## src/rtl/gated_bank_wr_sched.sv

```systemverilog
// Write-port scheduler for a clock-gated register bank: round-robin grant onto the
// single bank write port, plus the bank ICG enable (wake on demand, gate when idle).
module gated_bank_wr_sched #(
   parameter int NREQ        = 4,
   parameter int WIDTH       = 32,
   parameter int DEPTH       = 16,
   parameter int IDLE_CYCLES = 8,
   parameter int WAKE_CYCLES = 2,
   localparam int AW         = $clog2(DEPTH)
) (
   input  logic                  clk,
   input  logic                  rst_n,
   input  logic                  test_en,
   input  logic [NREQ-1:0]       req,
   input  logic [NREQ*AW-1:0]    req_addr,
   input  logic [NREQ*WIDTH-1:0] req_data,
   output logic [NREQ-1:0]       gnt,
   output logic [DEPTH-1:0]      wr_en,
   output logic [AW-1:0]         wr_addr,
   output logic [WIDTH-1:0]      wr_data,
   output logic                  bank_clk_en,
   output logic                  addr_err,
   output logic [1:0]            state
);

   typedef enum logic [1:0] {GATED = 2'd0, WAKE = 2'd1, ACTIVE = 2'd2} state_t;

   localparam int PW  = (NREQ > 1) ? $clog2(NREQ) : 1;
   localparam int WCW = $clog2(WAKE_CYCLES + 1);
   localparam int ICW = $clog2(IDLE_CYCLES + 1);

   state_t                     state_q, state_d;
   logic [PW-1:0]              ptr_q, ptr_d;
   logic [WCW-1:0]             wake_cnt_q, wake_cnt_d;
   logic [ICW-1:0]             idle_cnt_q, idle_cnt_d;
   logic                       clk_en_q;
   logic [NREQ-1:0][AW-1:0]    addr_v;
   logic [NREQ-1:0][WIDTH-1:0] data_v;
   logic                       gnt_any;
   logic [PW-1:0]              gnt_idx;
   logic [AW-1:0]              g_addr;
   logic [WIDTH-1:0]           g_data;
   logic [DEPTH-1:0]           onehot;
   logic                       addr_bad;
   logic                       idle;

   assign addr_v = req_addr;
   assign data_v = req_data;

   // Rotating priority: first requester at or above ptr, wrapping.
   always_comb begin : rr_pick
      logic [PW-1:0] idx;
      idx     = '0;
      gnt     = '0;
      gnt_any = 1'b0;
      gnt_idx = '0;
      for (int k = 0; k < NREQ; k++) begin
         idx = PW'((int'(ptr_q) + k) % NREQ);
         if (!gnt_any && state_q == ACTIVE && req[idx]) begin
            gnt_any      = 1'b1;
            gnt_idx      = idx;
            gnt[idx]     = 1'b1;
         end
      end
   end

   assign g_addr = addr_v[gnt_idx];
   assign g_data = data_v[gnt_idx];
   assign onehot = DEPTH'(1) << g_addr;

   // Out-of-range addresses only exist when DEPTH is not a power of two.
   generate
      if ((1 << AW) > DEPTH) begin : g_chk
         assign addr_bad = ({1'b0, g_addr} >= (AW+1)'(DEPTH));
      end else begin : g_nochk
         assign addr_bad = 1'b0;
      end
   endgenerate

   always_comb begin
      state_d    = state_q;
      wake_cnt_d = wake_cnt_q;
      idle_cnt_d = idle_cnt_q;
      ptr_d      = ptr_q;
      idle       = (req == '0) && (wr_en == '0);
      case (state_q)
         GATED: begin
            if (|req) state_d = WAKE;
         end
         WAKE: begin
            if (wake_cnt_q == WCW'(WAKE_CYCLES - 1)) begin
               state_d    = ACTIVE;
               wake_cnt_d = '0;
            end else begin
               wake_cnt_d = wake_cnt_q + 1'b1;
            end
         end
         ACTIVE: begin
            if (gnt_any) ptr_d = (gnt_idx == PW'(NREQ - 1)) ? '0 : gnt_idx + 1'b1;
            // A pending write in flight keeps the bank awake until it lands.
            if (!idle) begin
               idle_cnt_d = '0;
            end else if (idle_cnt_q == ICW'(IDLE_CYCLES - 1)) begin
               state_d    = GATED;
               idle_cnt_d = '0;
            end else begin
               idle_cnt_d = idle_cnt_q + 1'b1;
            end
         end
         default: state_d = GATED;
      endcase
   end

   always_ff @(posedge clk or negedge rst_n) begin
      if (!rst_n) begin
         state_q    <= GATED;
         ptr_q      <= '0;
         wake_cnt_q <= '0;
         idle_cnt_q <= '0;
         clk_en_q   <= 1'b0;
         wr_en      <= '0;
         wr_addr    <= '0;
         wr_data    <= '0;
         addr_err   <= 1'b0;
      end else begin
         state_q    <= state_d;
         ptr_q      <= ptr_d;
         wake_cnt_q <= wake_cnt_d;
         idle_cnt_q <= idle_cnt_d;
         clk_en_q   <= (state_d != GATED);
         wr_en      <= (gnt_any && !addr_bad) ? onehot : '0;
         addr_err   <= gnt_any && addr_bad;
         if (gnt_any) begin
            wr_addr <= g_addr;
            wr_data <= g_data;
         end
      end
   end

   // Flop output ORed with a static DFT term only, so the ICG enable cannot glitch.
   assign bank_clk_en = clk_en_q | test_en;
   assign state       = state_q;

endmodule

```

## config.mk

```make
export PLATFORM = sky130hd
export DESIGN_NAME = gated_bank_wr_sched
export DESIGN_NICKNAME = d
export VERILOG_FILES = /design/src/rtl/gated_bank_wr_sched.sv
export SDC_FILE = /design/constraint.sdc
export NUM_CORES = 1
export LEC_CHECK = 0
export ABC_AREA = 1
export BUFFER_PORTS_ARGS = -buffer_cell sky130_fd_sc_hd__buf_2
export CORE_ASPECT_RATIO = 0.75
export CORE_MARGIN = 4
export CORE_UTILIZATION = 48
export DETAILED_ROUTE_END_ITERATION = 8
export PLACE_DENSITY_LB_ADDON = 0.1
export SLEW_MARGIN = 10
export SYNTH_ARGS = -nofsm -noshare
export SYNTH_HDL_FRONTEND = slang
export SYNTH_SLANG_ARGS = --single-unit
```

## constraint.sdc

```tcl
create_clock -name clk -period 2.9 [get_ports clk]
set_clock_uncertainty 0.15 [all_clocks]
set_input_delay 0.145 -clock clk [delete_from_list [all_inputs] [get_ports clk]]
set_output_delay 0.145 -clock clk [all_outputs]
set_load 0.01 [all_outputs]
```

# Word-level counts from Yosys, hierarchy flattened
# Cells that the tools add are included.
# word_totals
ff_bits,63
out_inout_bits,60
# classes
add_sub_neg,6
magnitude_cmp,9
eq_ne,5
shift,1
n_mux,42
bitwise,4
n_reduce_logical,21
# ops
op,n
binary-select mux 32 bit (select 2 bit),1
two-way mux 32 bit,1
two-way mux 4 bit,7
two-way mux 2 bit,10
logical NOT 16 bit,1
two-way mux 16 bit,1
"left shift 1 x 4 -> 16 bit, first input constant",1
"less-than comparator 2 x 3 -> 1 bit, second input constant",5
logical AND 1 bit,12
two-way mux 1 bit,12
bitwise OR 4 bit,3
binary-select mux 1 bit (select 2 bit),4
binary-select mux 4 bit (select 2 bit),1
demux 1 bit (select 2 bit),4
"greater-or-equal comparator 2 x 1 -> 1 bit, second input constant",4
"adder 2 x 1 -> 2 bit, second input constant",3
case mux 2 bit (3 select lines),1
"adder 2 bit, second input constant",2
"adder 4 x 1 -> 4 bit, second input constant",1
"== test 2 x 1 -> 1 bit, second input constant",2
"== test 2 bit, second input constant",2
"== test 4 x 3 -> 1 bit, second input constant",1
logical NOT 4 bit,1
OR reduction 4 bit,1
5 further kinds,7

# Longest topological paths before layout
# Gate-level depths: netlist (run 1).
# depth
word_depth,20
ltp_mapped,17
mapped_depth_nobuf,16

# Worst setup path before layout (run 1)
# Ideal clock, no wire load.
# synth_path
kind,register to register
startpoint,reg ptr_q[0]
endpoint,reg wr_en[2]
arrival_time_ns,2.224
t_required_ns,2.628
slack_ns,0.404
stages_incl_launch_ff,17
synth_period_minus_slack_ns,2.496
path_cell_list,dfrtp_1 -> inv_2 -> ha_1 -> inv_1 -> nand3_1 -> nand2_4 -> nand4_2 -> nand2_2 -> nand2_1 -> nand2_2 -> buf_6 -> buf_6 -> nand2_1 -> nand3_2 -> nand2_2 -> nand3_1 -> nor2_1
# synth_between
elab_chain_len,20
word_cells_on_any_way,33
# synth_rtl
item,line_no,source
"start, declared",33,"logic [PW-1:0] ptr_q, ptr_d;"
"start signal, assigned",127,ptr_q <= ptr_d;
binary-select mux 1 bit (select 2 bit),59,if (!gnt_any && state_q == ACTIVE && req[idx]) begin
two-way mux 1 bit (not written as such),59,
logical AND 1 bit,59,
two-way mux 1 bit,59,
logical NOT 1 bit,59,
logical AND 1 bit (2 in a row),59,
two-way mux 1 bit,59,
logical NOT 1 bit,59,
logical AND 1 bit (2 in a row),59,
two-way mux 1 bit,59,
logical NOT 1 bit,59,
logical AND 1 bit (2 in a row),59,
two-way mux 2 bit,59,
binary-select mux 4 bit (select 2 bit),67,assign g_addr = addr_v[gnt_idx];
two-way mux 4 bit (not written as such),67,
left shift 1 x 4 -> 16 bit,69,assign onehot = DEPTH'(1) << g_addr;
two-way mux 16 bit *,131,wr_en <= (gnt_any && !addr_bad) ? onehot : '0;
"end signal, assigned",131,
"end, declared",18,"output logic [DEPTH-1:0] wr_en,"
# Every way passes the cells marked *; elsewhere a longest branch is shown, timed or not. The select of a mux whose other input is x is not followed.
# A chain may end at the register's enable or synchronous reset.

# Final worst setup path (run 1)
# layout_path
startpoint,reg ptr_q[1]
endpoint,reg wr_addr[0]
# layout_between
elab_chain_len,18
word_cells_on_any_way,31
# layout_rtl
item,line_no,source
binary-select mux 1 bit (select 2 bit),59,
two-way mux 1 bit (not written as such),59,
logical AND 1 bit,59,
two-way mux 1 bit,59,
logical NOT 1 bit,59,
logical AND 1 bit (2 in a row),59,
two-way mux 1 bit,59,
logical NOT 1 bit,59,
logical AND 1 bit (2 in a row),59,
two-way mux 1 bit,59,
logical NOT 1 bit,59,
logical AND 1 bit (2 in a row),59,
two-way mux 2 bit,59,
binary-select mux 4 bit (select 2 bit),67,
two-way mux 4 bit (not written as such),67,
"end signal, assigned",134,wr_addr <= g_addr;
"end, declared",19,"output logic [AW-1:0] wr_addr,"
# Several ways; a longest one is shown, not always the timed one. The select of a mux whose other input is x is not followed.

==> metrics.md, run 1 <==
| Metric | Value |
|---|---|
| Outcome | `finished, final reports clean` |
| Cells after DPL | `985` |
| Fmax | `372 MHz` |
| Highest-delay cell along the critical path | `inv_2` |
| Critical Path RT | `2940 ps` |
| Antenna viol nets, final | `0` |
| Worst Path Max Fanout | `39` |
| H-tree Lvls | `3` |
| WL/cell | `13.6 um` |
| Crit end category | `register` |
| Pre-Repair DR Iteration Count | `5` |
| Worst Reg2Reg Path Length in Cells | `11` |
| Synth warn | `0` |
| Dpl ws | `138 ps` |
| Worst reg2reg endpoint | `wr_addr[0]` |
| PortBufs | `209` |
| Post-synth top area share | `34.9%` |
| Crit path DAT | `2720 ps` |
| Vias in the first global route | `4619` |
| Critical path type | `reg2reg` |
| Post-synth cell types | `41` |
| Endpoints failing setup | `0` |
| Die footprint | `11000 um2` |
| CTS Root Cell | `clkbuf_16` |
| Critical Path Source Type | `register` |
| Worst Tran Pin Value | `708 ps` |
| Synth top area cells | `dfrtp_1, nand2_1, nand3_1` |
| Antenna cells | `0` |
| Critical path depth in cells | `11` |
| Peak supply drop | `0.000781 V` |
| Area grow syn2layout | `34.5%` |
| Dominant synthesized flop cell | `dfrtp_1` |
| Post-synth top area cell | `dfrtp_1` |
| Period utilisation layout | `92.7%` |
| Number of I/O pins | `211` |
| TritonCTS clock tree | `done` |
| PnR worst setup slack | `213 ps` |
| Detailed-route via count | `4967` |
| Iter 0 DRT Violations | `220` |
| Core area | `9120 um2` |
| Layout Nets | `1030` |
| CTS Buffer Depth | `2` |
| Die Wd | `120 um` |
| RSZ-0062 raised after global routing | `no` |
| Critical R2R Launch | `ptr_q[1]` |
| Cells after Synth | `664` |
| Fillers | `874` |
| Final wirelength | `13700 um` |
| Post-synthesis register bit count | `63` |
| CP Cell Sequence | `inv_1, ha_1, inv_1, nand3_1, nand2_4, nand4_4, nor2_4, inv_1, nand3_2, inv_2, o21ai_0` |
| TritonCTS Buffers | `9` |
| Sequential-to-total area share from yosys stat | `34.9%` |
| Ys async rst share | `100%` |
| CP startpoint | `ptr_q[1]` |
| Crit-path most repeated cell | `inv_1` |
| Post-detail-place hpwl | `10600 um` |
| DR DRC count | `0` |
| R2R setup slack | `210 ps` |
| MaxCap Viol Count | `0` |
| Commonest non-fill, non-tap cell in the layout | `nand2_1` |
| Critical Path Max Stage Delay | `500 ps` |
| Non-filler cells, final | `1007` |
| CP endpoint | `wr_addr[0]` |
| Endpoints failing hold | `0` |
| Initial core utilization | `49.5%` |
| Syn_nets | `820` |
| Buffers plus inverters on the worst setup path | `4` |
| DIE HEIGHT | `92.0 um` |
| Post-synth design cell area | `4520 um2` |
| Power Density | `1570 nW/um2` |
| Mean Syn Cell Area | `6.80 um2` |
| GRT Total Usage | `24.5%` |
| Worst-Skew Late Latency | `330 ps` |
| Delay-heaviest family, CP | `buffers and inverters` |
| Final Max Tran Viols | `0` |
| Min-Delay Path Class | `in2reg` |
| Sum Neg Setup Slack | `0 ps` |
| Drt via density | `4.93` |
| Reg clk slew, reported paths | `60 ps` |
| Min Tclk post-route | `2690 ps` |
| Initial antenna violation count | `0` |
| Total grt overflow | `0` |
| Num rows | `30` |
| Routability cong. | `0.891` |
| EDFF count, synth | `0` |
| Share of layout cells above drive strength 1 | `34.1%` |
| Slew headroom | `52.4%` |
| First-pass GRT wire length | `21900 um` |
| Most frequent cells in the layout | `nand2_1, buf_2, inv_1, nand3_1, dfrtp_1` |
| Pin count of the biggest net entering global routing | `54` |
| Sink Count | `63` |
| Pleak | `3.58 nW` |
==> registers in the layout, indices dropped and copies added (netlist names) <==
| signal | cells |
|---|---|
| wr_data | 32 |
| wr_en | 16 |
| idle_cnt_q | 4 |
| wr_addr | 4 |
| ptr_q | 2 |
| state | 2 |
| wake_cnt_q | 2 |
| clk_en_q | 1 |
==> cell families (layout without fill, tap and decap cells) <==
group                    count (synthesis)  count (layout)  synth area share (%)
AO/OA/AOI/OAI                           57              57                  8.97
XOR/XNOR                                 1               1                 0.194
adder cells (fa/ha/maj)                  5               5                  1.38
buffers and inverters                  128             343                  12.5
flip-flops                              63              63                  34.9
other                                    1               1                0.0830
AND/OR/NAND/NOR                        409             409                  42.0
==> worst min path at each step <==
| stage | from | endpoint | cells past startpoint |
|---|---|---|---|
| after floorplan | rst_n | clk_en_q | 0 |
| after global placement | rst_n | idle_cnt_q[0] | 1 |
| after detailed placement | rst_n | idle_cnt_q[0] | 1 |
| after CTS | req_data[75] | wr_data[11] | 5 |
| after global routing | req_data[88] | wr_data[24] | 5 |
| final | req_data[75] | wr_data[11] | 5 |
==> area by class of cell <==
class                           count  area, um2  share of cell area [%]
Multi-Input combinational cell    473       2400                    39.5
Sequential cell                    63       1580                    26.0
Timing Repair Buffer              232       1280                    21.1
Inverter                           95        357                    5.87
Clock buffer                        9        225                    3.71
Tap cell                          128        160                    2.64
Clock inverter                      7       72.6                    1.19
==> cell usage after synthesis, types with 5 or more instances <==
cell type,number
or2_2,14
o211ai_1,32
nand3_1,65
nor2_1,25
nand2_2,11
o21ai_0,8
nand3_2,11
nor4_1,5
clkbuf_1,5
ha_1,5
inv_2,8
nand2_1,243
buf_6,5
buf_2,11
inv_1,86
buf_4,8
dfrtp_1,63
or2_1,20
==> power by group <==
group          switching, mW  total [mW]  internal [mW]
Combinational           4.43        6.97           2.54
Sequential             0.192        1.50           1.31
Clock                  0.413        1.08          0.666
==> worst min-delay path, delay by kind of cell <==
| family | cells | cell delay (ps) |
|---|---|---|
| AOI/OAI and AO/OA | 1 | 80 |
| and+or+nand+nor | 3 | 150 |
| buffers and inverters | 1 | 80 |
==> layer usage <==
metal	vias up	GRT usage [%]	routed length, um	part of all wire, %
met3	14	4.93	1020	7.4
met2	168	41.0	6540	48
li1	2513	-	-	-
met4	0	6.58	166	1.2
met1	2272	32.3	5970	44
met5	-	0	0	0
==> repair_timing <==
action | in CTS | in global routing
hold buffers | 5 | 0
buffers inserted | 0 | 1
endpoints found under the setup margin | 0 | 33
endpoints found under the hold margin | 67 | 0
gates resized for setup | 0 | 4
==> per-stage QoR <==
stage                     hold WS (ps)  area, um2  util (%)  total power, mW
after global placement            -155       5710      62.6             8.24
after detailed placement          -147       5710      62.6             8.39
after global routing              26.8       6080      66.6             10.5
after CTS                        0.142       6050      66.4             9.51
final                             4.42       6080      66.6             9.55
after floorplan                   -301       4520         -             6.67
Note: power is estimated with default switching activity, not from simulation.
==> run 2, diff against run 1 <==
--- a/config.mk
+++ b/config.mk
@@ -9,7 +9,7 @@
 export BUFFER_PORTS_ARGS = -buffer_cell sky130_fd_sc_hd__buf_2
 export CORE_ASPECT_RATIO = 0.75
 export CORE_MARGIN = 4
-export CORE_UTILIZATION = 48
+export CORE_UTILIZATION = 43
 export DETAILED_ROUTE_END_ITERATION = 8
 export PLACE_DENSITY_LB_ADDON = 0.1
 export SLEW_MARGIN = 10
==> constraint.sdc (replaced) <==
create_clock -name clk -period 2.4 [get_ports clk]
set_clock_uncertainty 0.15 [all_clocks]
set_input_delay 0.12 -clock clk [delete_from_list [all_inputs] [get_ports clk]]
set_output_delay 0.12 -clock clk [all_outputs]
set_load 0.01 [all_outputs]
==> run 2 against run 1 <==
Clock power increased by 43%. Wire length up 12%. Die area is 11% higher. Non-clock buffer count up 46. Final cell count is 5.9% higher.
==> metrics.md, run 2 (same netlist as run 1, synthesis figures left out) <==
| Metric | Value |
|---|---|
| Outcome | `finished, final reports clean` |
| Met1 wire length | `6580 um (+10%)` |
| Sink Count | `63 (unchanged)` |
| TritonCTS clock tree | `done` |
| Initial core utilization | `43.9% (-5.6 points)` |
| Endpoints failing hold | `0 (unchanged)` |
| GRT Total Usage | `23.2% (-1.3 points)` |
| Number of I/O pins | `211 (unchanged)` |
| Critical R2R Launch | `ptr_q[0]` |
| CTS Buffer Depth | `2 (unchanged)` |
| Fmax | `422 MHz (+13%)` |
| Commonest non-fill, non-tap cell in the layout | `nand2_1` |
| Share of layout cells above drive strength 1 | `38.2% (+4.0 points)` |
| Sum Neg Setup Slack | `0 ps (unchanged)` |
| Layout Nets | `1081 (+5.0%)` |
| WL/cell | `14.3 um (+5.3%)` |
| Worst Tran Pin Value | `676 ps (-31.6 ps)` |
| MaxCap Viol Count | `0 (unchanged)` |
| Vias in the first global route | `5068 (+9.7%)` |
| Final Max Tran Viols | `0 (unchanged)` |
| Pre-Repair DR Iteration Count | `4 (-1)` |
| Highest-delay cell along the critical path | `dfrtp_2` |
| R2R setup slack | `30 ps (-180 ps)` |
| H-tree Lvls | `3 (unchanged)` |
| CP endpoint | `wr_en[10]` |
| Post-route cell area | `6830 um2 (+12%)` |
| Worst Path Max Fanout | `8 (-79%)` |
| Worst Hold Launch | `req_data[78]` |
| Pleak | `3.89 nW (+8.8%)` |
| Antenna cells | `0 (unchanged)` |
| Critical Path Source Type | `register` |
| Crit path DAT | `2440 ps (-280 ps)` |
| Worst reg2reg endpoint | `wr_en[10]` |
| Die footprint | `12200 um2 (+11%)` |
| DR top layer | `met4` |
| Iter 0 DRT Violations | `255 (+16%)` |
| Fillers | `908 (+3.9%)` |
| Critical Path Max Stage Delay | `410 ps (-90 ps)` |
| DIE HEIGHT | `96.8 um (+5.2%)` |
| PnR worst setup slack | `30.7 ps (-182 ps)` |
| Detailed-route via count | `5282 (+6.3%)` |
| Endpoints failing setup | `0 (unchanged)` |
| Worst-Skew Late Latency | `330 ps (about the same)` |
| Number of flip-flops in the largest register | `32 (unchanged)` |
| RSZ-0062 raised after global routing | `yes` |
| Area grow syn2layout | `51.1%` |
| PortBufs | `209 (unchanged)` |
| Final wirelength | `15300 um (+12%)` |
| Min-Delay Path Class | `in2reg` |
| Min Tclk post-route | `2370 ps (-318 ps)` |
| Total power | `13.3 mW (+39%)` |
| Period utilisation layout | `98.7% (+6.1 points)` |
| Worst Reg2Reg Path Length in Cells | `14 (+3)` |
| Peak supply drop | `0.00151 V (+94%)` |
| Regs by FF count | `wr_data (32), wr_en (16)` |
| Core area | `10300 um2 (+13%)` |
| Routability cong. | `0.921 (+3.4%)` |
| Post-detail-place hpwl | `10700 um (+0.66%)` |
| Routed wl met2 | `7270 um (+11%)` |
| Buffers plus inverters on the worst setup path | `2 (-2)` |
| Crit end category | `register` |
| Critical path depth in cells | `14 (+3)` |
| DR DRC count | `0 (unchanged)` |
| Most frequent cells in the layout | `nand2_1, buf_2, inv_1, nand3_1, dfrtp_1` |
| Delay-heaviest family, CP | `simple AND/OR/NAND/NOR gates` |
| Die Wd | `126 um (+5.3%)` |
| CP Cell Sequence | `buf_4, nand2_2, nand3_2, nand2_4, nand4_4, buf_4, o21ai_2, nand2_1, nand2_1, nand2_1, nand2_1, nand2_2, nand2_2, nor2_1` |
| CTS Root Cell | `clkbuf_16` |
| CP startpoint | `ptr_q[0]` |
| Pin count of the biggest net entering global routing | `40 (-26%)` |
| Drt via density | `4.95 (+0.46%)` |
| Critical Path RT | `2470 ps (-470 ps)` |
| Dpl ws | `-89.7 ps (-227 ps)` |
| Num rows | `32 (+6.7%)` |
| Power Density | `1950 nW/um2 (+24%)` |
| Initial antenna violation count | `0 (unchanged)` |
| Routed met3 length | `1120 um (+9.9%)` |
| Antenna viol nets, final | `0 (unchanged)` |
| Slew headroom | `54.9% (+2.5 points)` |
| First-pass GRT wire length | `23400 um (+7.1%)` |
| TritonCTS Buffers | `9 (unchanged)` |
| Reg clk slew, reported paths | `60 ps (about the same)` |
| Area post-placement | `5890 um2 (+3.2%)` |
| Total grt overflow | `0 (unchanged)` |
| Crit-path most repeated cell | `nand2_1` |
| Most flop-heavy register | `wr_data` |
| Critical path type | `reg2reg` |
## run 2: worst min-delay path by stage
stage / to / slack (ps) / cells past startpoint
global route: wr_data[14] / 20 / 5
global placement: wr_en[5] / 30 / 1
finish: wr_data[14] / 2 / 5
CTS: wr_data[14] / 0.9 / 5
detailed placement: wr_en[5] / 40 / 1
floorplan: clk_en_q / -330 / 0
## run 2: tightest hold or removal path, cell delays in order
cell      delay (ps)
buf_2             80
o211ai_1         100
nand2_1           70
nand2_1           40
nand2_1           40
## run 2: area by class of cell
type / instances / area (um2) / share of cell area (%)
Timing Repair Buffer: 278 / 1780 / 26.1
Sequential cell: 63 / 1580 / 23.1
Inverter: 95 / 364 / 5.33
Tap cell: 136 / 170 / 2.49
Clock inverter: 7 / 125 / 1.83
Clock buffer: 9 / 225 / 3.30
Multi-Input combinational cell: 478 / 2580 / 37.9
## run 2: through the flow
step / hold slack (ps) / instances / util (%)
2_1_floorplan: -326 / 664 / -
3_3_place_gp: 29.7 / 1009 / 57.2
3_5_place_dp: 40.3 / 1009 / 57.2
4_1_cts: 0.879 / 1054 / 63.7
5_1_grt: 20.8 / 1066 / 66.4
6_report: 1.72 / 1066 / 66.4
## run 2: per-layer routing
layer | global-route usage, % | vias up
li1 | - | 2616
met1 | 30.3 | 2435
met2 | 38.1 | 204
met3 | 5.57 | 27
met4 | 7.01 | 0
met5 | 0 | -
## run 2: timing repair
item	CTS	global route
gates resized for setup	10	33
cloned	1	7
setup endpoints to repair	55	57
buffers inserted	0	6
hold buffers	28	0
hold endpoints to repair	53	0
pin swaps	4	13
## run 2: power breakdown
group | internal, mW | leakage, nW | switching, mW
Clock | 1.03 | 0.171 | 0.508
Sequential | 1.58 | 0.792 | 0.234
Combinational | 3.94 | 2.93 | 6.02
